$ cat src/rtl/logic_sweep_unit_pkg.sv
// Shared definitions for the logic sweep unit: function-mode encodings,
// FSM state encoding and the legal range of the function input width.
package logic_pkg;

    // Boolean function applied to every swept input vector.
    typedef enum logic [1:0] {
        LSU_OR   = 2'b00,  // OR-reduce
        LSU_ANDN = 2'b01,  // x == 1 (only bit0 set)
        LSU_XOR  = 2'b10,  // XOR-reduce (odd parity)
        LSU_NOR  = 2'b11   // NOR-reduce (x == 0)
    } lsu_mode_e;

    // Sweep controller states.
    typedef enum logic [1:0] {
        ST_IDLE  = 2'b00,
        ST_SWEEP = 2'b01,
        ST_DONE  = 2'b10
    } lsu_state_e;

    localparam int LSU_N_IN_MIN = 2;
    localparam int LSU_N_IN_MAX = 8;

    // True when the function input width is one the unit supports.
    function automatic bit lsu_n_in_legal(input int n);
        return (n >= LSU_N_IN_MIN) && (n <= LSU_N_IN_MAX);
    endfunction

endpackage

$ cat src/rtl/logic_sweep_unit_func_eval.sv
// lsu_func_eval: purely combinational evaluation of the selected Boolean
// function on an N_IN-bit vector. The reduction chains are built from gate
// primitives, one gate per input bit, then a mode mux picks the result.
module lsu_func_eval
    import logic_pkg::*;
#(
    parameter int N_IN = 3
)
(
    input  logic [1:0]      mode,
    input  logic [N_IN-1:0] x,
    output logic            s
);

    // Running reductions: element i covers x[i:0].
    wire [N_IN-1:0] or_c;
    wire [N_IN-1:0] xor_c;
    wire [N_IN-1:0] andn_c;
    wire            nor_s;

    buf u_or_0   (or_c[0],   x[0]);
    buf u_xor_0  (xor_c[0],  x[0]);
    buf u_andn_0 (andn_c[0], x[0]);

    genvar i;
    for (i = 1; i < N_IN; i++) begin : g_chain
        wire x_n;
        not u_not  (x_n,       x[i]);
        or  u_or   (or_c[i],   or_c[i-1],   x[i]);
        xor u_xor  (xor_c[i],  xor_c[i-1],  x[i]);
        and u_andn (andn_c[i], andn_c[i-1], x_n);
    end

    not u_nor (nor_s, or_c[N_IN-1]);

    // Select the requested function's result.
    always_comb begin
        s = 1'b0;
        case (lsu_mode_e'(mode))
            LSU_OR:   s = or_c[N_IN-1];
            LSU_ANDN: s = andn_c[N_IN-1];
            LSU_XOR:  s = xor_c[N_IN-1];
            LSU_NOR:  s = nor_s;
            default:  s = 1'b0;
        endcase
    end

endmodule

$ cat src/rtl/logic_sweep_unit.sv
// logic_sweep_unit: on an accepted start, steps an index through all 2^N_IN
// input vectors (one per clock), streams f(vec) out and accumulates the
// truth table and its ones count. Optional macro LSU_STALL_EN adds a stall_i
// port that pauses the sweep; without it the sweep never pauses.
module logic_sweep_unit
    import logic_pkg::*;
#(
    parameter  int N_IN = 3,
    localparam int TT_W = 2 ** N_IN
)
(
    input  logic            clk,
    input  logic            rst_n,
    input  logic            start_i,
    input  logic [1:0]      mode_i,
`ifdef LSU_STALL_EN
    input  logic            stall_i,
`endif
    output logic [N_IN-1:0] vec_o,
    output logic            s_o,
    output logic            valid_o,
    output logic            busy_o,
    output logic            done_o,
    output logic [TT_W-1:0] tt_o,
    output logic [N_IN:0]   ones_o
);

    if (!lsu_n_in_legal(N_IN)) begin : g_bad_n_in
        $error("logic_sweep_unit: N_IN=%0d is outside the supported range 2..8", N_IN);
    end

    localparam logic [N_IN-1:0] IDX_LAST = N_IN'(TT_W - 1);

    lsu_state_e      state_q;
    lsu_state_e      state_d;
    logic [N_IN-1:0] idx_q;
    logic [1:0]      mode_q;
    logic [TT_W-1:0] tt_q;
    logic [N_IN:0]   ones_q;
    logic            s_raw;
    logic            stall;
    logic            sweep;
    logic            advance;
    logic            accept;

`ifdef LSU_STALL_EN
    assign stall = stall_i;
`else
    assign stall = 1'b0;
`endif

    assign sweep   = (state_q == ST_SWEEP);
    assign advance = sweep && !stall;
    assign accept  = (state_q == ST_IDLE) && start_i;

    lsu_func_eval #(.N_IN(N_IN)) u_eval (
        .mode (mode_q),
        .x    (idx_q),
        .s    (s_raw)
    );

    // Next-state logic; starts outside IDLE are dropped, not queued.
    always_comb begin
        state_d = state_q;
        case (state_q)
            ST_IDLE:  if (start_i) state_d = ST_SWEEP;
            ST_SWEEP: if (advance && (idx_q == IDX_LAST)) state_d = ST_DONE;
            ST_DONE:  state_d = ST_IDLE;
            default:  state_d = ST_IDLE;
        endcase
    end

    // State register, index counter and truth-table/ones accumulators.
    always_ff @(posedge clk) begin
        if (!rst_n) begin
            state_q <= ST_IDLE;
            idx_q   <= '0;
            tt_q    <= '0;
            ones_q  <= '0;
        end else begin
            state_q <= state_d;
            if (accept) begin
                idx_q  <= '0;
                tt_q   <= '0;
                ones_q <= '0;
            end else if (advance) begin
                tt_q[idx_q] <= s_raw;
                ones_q      <= ones_q + {{N_IN{1'b0}}, s_raw};
                idx_q       <= idx_q + 1'b1;
            end
        end
    end

    // Function select is captured once per sweep; later mode_i changes are ignored.
    always_ff @(posedge clk) begin
        if (accept) mode_q <= mode_i;
    end

    // Stream outputs are forced low outside SWEEP so IDLE and DONE read as zero.
    always_comb begin
        vec_o   = sweep ? idx_q : '0;
        s_o     = sweep & s_raw;
        valid_o = advance;
        busy_o  = (state_q != ST_IDLE);
        done_o  = (state_q == ST_DONE);
        tt_o    = tt_q;
        ones_o  = ones_q;
    end

endmodule

$ cat config.mk
export PLATFORM = sky130hd
export DESIGN_NAME = logic_sweep_unit
export DESIGN_NICKNAME = d
export VERILOG_FILES = /design/src/rtl/logic_sweep_unit_pkg.sv /design/src/rtl/logic_sweep_unit_func_eval.sv /design/src/rtl/logic_sweep_unit.sv
export SDC_FILE = /design/constraint.sdc
export NUM_CORES = 1
export LEC_CHECK = 0
export BUFFER_PORTS_ARGS = -buffer_cell sky130_fd_sc_hd__buf_2
export CAP_MARGIN = 20
export CORE_ASPECT_RATIO = 1.25
export CORE_MARGIN = 3
export CORE_UTILIZATION = 30
export CTS_BUF_LIST = sky130_fd_sc_hd__clkbuf_2 sky130_fd_sc_hd__clkbuf_4 sky130_fd_sc_hd__clkbuf_8
export CTS_CLUSTER_SIZE = 16
export DETAILED_ROUTE_END_ITERATION = 8
export SLEW_MARGIN = 30
export SYNTH_ARGS = -nofsm -noshare
export SYNTH_HDL_FRONTEND = slang
export SYNTH_SLANG_ARGS = --single-unit
$ cat constraint.sdc
create_clock -name clk -period 2.97 [get_ports clk]
set_input_delay 0.297 -clock clk [delete_from_list [all_inputs] [get_ports clk]]
set_output_delay 0.297 -clock clk [all_outputs]
set_load 0.02 [all_outputs]
==> results.toml <==
[yosys]
synthMuxAreaShare_pct = 6.46
synthFlopType = "dfxtp_1"
synth_top_family_by_area = "simple AND/OR/NAND/NOR gates"
synth_compound_area_share_pct = 9.83
netlist_area_um2 = 930
synth_common_cells = "dfxtp_1, nand2_1, nor2_1"
synth_enable_flop_cells = 2
ys_top_cells_by_area = "dfxtp_1, ha_1, mux2i_1"
synth_nets = 113
syn_avg_cell_area_um2 = 9.11
netlist.area_leader.share_pct = 36.6
synth_simple_gate_area_share_pct = 24.4
yosysWarnings = 0
yosysTopAreaCell = "dfxtp_1"
synth-seq-cells = 19
yosys.cell_count.top_type = "dfxtp_1"
async_reset_ff_share_pct = 0
synth_cell_types = 26
yosysSeqAreaShare_pct = 43.1
synthAdderAreaFrac_pct = 8.08
synth_cells = 102
synth-xor-area-share_pct = 1.88

[grt]
grt_pass1_wl_um = 3450
grt_pass1_vias = 731
grt_usage_pct = 11.6
grt_antenna_before_repair = 0
overflow = 0
grt_max_degree = 15

[sta]
fmax_mhz = 412
post-route-period-util_pct = 81.8
fin_setup_tns_ns = 0
finalHoldViolCount = 0
maxSlewViolCount = 0
period_minus_slack_ns = 2.43
setup_viol = 0
worst_pin_slew_ns = 0.531
relSlewSlack_pct = 64.6
rsz0062_at_grt = "no"
clock_skew_ns = 0.00573

[clock_network]
post_cts_resized = 0
cts_setup_buffers = 0
insertion_delay_ns = 0.30
clockBufferDepth = 2
cts_buffers = 3
h-tree-depth = 1
cts_hold_buf = 0
numClockSinks = 19
cts_tree = "yes"
cts_root_buf = "clkbuf_4"
clkTransAtPathRegs_ns = 0.11

[worst_hold_path]
hold_depth = 1
worstHoldStart = "mode_i[0]"
hold_class = "primary input to flop"
min_to = "mode_q[0]"

[floorplanning]
core_area_um2 = 2810
chipWidth_um = 55.8
die_area_um2 = 3810
start_util_pct = 33.1
pin_count = 24
die_height_um = 68.2
row_count = 21

[cells_and_area]
num_antenna_cells = 0
drive_above_1_share_pct = 24.8
register_area_um2 = 400
n_fill_cell = 300
fin_util_pct = 38.5
synthToLayoutAreaGrowth_pct = 16.6
multi_input_comb_area_um2 = 470
final_net_count = 137

[power]
pwr-share-comb_pct = 11.9
intPower_mw = 0.333
power.density_cell_area_nw_per_um2 = 424
clkPwrFrac_pct = 29.1
p_sw_mw = 0.126
seq_power_share_pct = 59.1
p_leak_nw = 0.519
netSwitchingFraction_pct = 27.5
peakVddDrop_uv = 413

[setup_path]
max_stage_delay_ns = 0.50
cp.arrival_ns = 2.13
cp_cell_sequence = "inv_1, ha_1, inv_1, mux2i_1, o31ai_2, nor3b_1, buf_2"
cp.required_ns = 2.67
r2r_end = "ones_o[2]"
r2r-start = "idx_q[0]"
critPathCaptureType = "output pin"
crit_path_frequent_cell = "inv_1"
worstRegToRegCells = 11
reg2reg_setup_slack_ns = 0.55
cp_max_fo = 8
path_class = "flop to output pin"
cp-start-kind = "flop"
slowest_stage = "dfxtp_1"

[place]
gp_congestion = 0.715
port_buffers = 23
dp_hpwl_um = 1430

[route]
vias = 751
antenna_left = 0
drtIter0Drc = 18
drc = 0
wl_per_cell_um = 12.2
first_pass_iters = 4
via_per_inst = 4.72
totalWireLength_um = 1950

[flow_run]
cap_violations = 0

[outcome]
outcome = "complete, no violations"
## registers in the layout, summed over array words and instances, names as in the netlist
register,count
ones_o,4
state_q,2
mode_q,2
tt_o,8
idx_q,3
## cell families after synthesis
kind of cell,Yosys count
fa+ha+maj,6
simple gates,46
mux,6
xor+xnor,2
flops,19
compound gates,13
buf+inv,10
## power by group through the flow
stage          sequential [mW]  clock (mW)  combinational, mW
2_1_floorplan            0.278           0             0.0413
3_3_place_gp             0.277           0             0.0539
3_5_place_dp             0.277           0             0.0548
4_1_cts                  0.272       0.142             0.0552
5_1_grt                  0.273       0.153             0.0613
6_report                 0.271       0.133             0.0544
## worst max path at each step
stage	slack (ns)	from	end	cells after the start
detailed placement	0.54	idx_q[0]	ones_o[2]	11
global placement	0.68	idx_q[0]	ones_o[2]	11
finish	0.54	idx_q[0]	s_o	7
CTS	0.54	idx_q[0]	ones_o[2]	11
floorplan	0.89	idx_q[0]	ones_o[2]	11
global route	0.33	idx_q[0]	ones_o[2]	11
## placed cells by master (no fill, tap or decap), types with 3 or more instances in the layout
cell / n
a21oi_1: 5
buf_2: 23
clkbuf_4: 3
dfxtp_1: 17
ha_1: 6
inv_1: 5
mux2i_1: 6
nand2_1: 13
nand3_1: 8
nand4_1: 3
nor2_1: 13
o31ai_1: 4
## cell type report
cell class,instances,area share (%)
Multi-Input combinational cell,73,43.4
Clock inverter,1,0.462
Tap cell,34,3.93
Sequential cell,19,37.0
Clock buffer,3,2.08
Timing Repair Buffer,23,10.6
Inverter,6,2.54
## worst max-delay path: cells and delay by family, from the launching register on
| kind | cells | cell delay [ns] |
|---|---|---|
| DFF | 1 | 0.50 |
| AOI/OAI and AO/OA | 1 | 0.41 |
| buffers and inverters | 3 | 0.37 |
| adders and majority gates | 1 | 0.36 |
| and+or+nand+nor | 1 | 0.12 |
| muxes | 1 | 0.07 |
## routing by layer
layer | routed length [um] | global-route usage (%) | vias to the layer above
li1 | - | - | 393
met1 | 975 | 15.5 | 330
met2 | 809 | 17.6 | 26
met3 | 146 | 4.53 | 2
met4 | 13 | 2.74 | 0
met5 | 0 | 0 | -
## per-stage QoR
| step | cells | setup slack, ns | area, um2 | hold slack (ns) | power (mW) |
|---|---|---|---|---|---|
| after floorplan | 102 | 0.888 | 930 | 0.396 | 0.319 |
| after global placement | 155 | 0.684 | 1060 | 0.458 | 0.331 |
| after global routing | 159 | 0.332 | 1080 | 0.154 | 0.487 |
| after CTS | 159 | 0.535 | 1080 | 0.165 | 0.468 |
| after detailed placement | 155 | 0.540 | 1060 | 0.464 | 0.332 |
| final | 159 | 0.541 | 1080 | 0.170 | 0.459 |
Note: power is estimated with default switching activity, not from simulation.
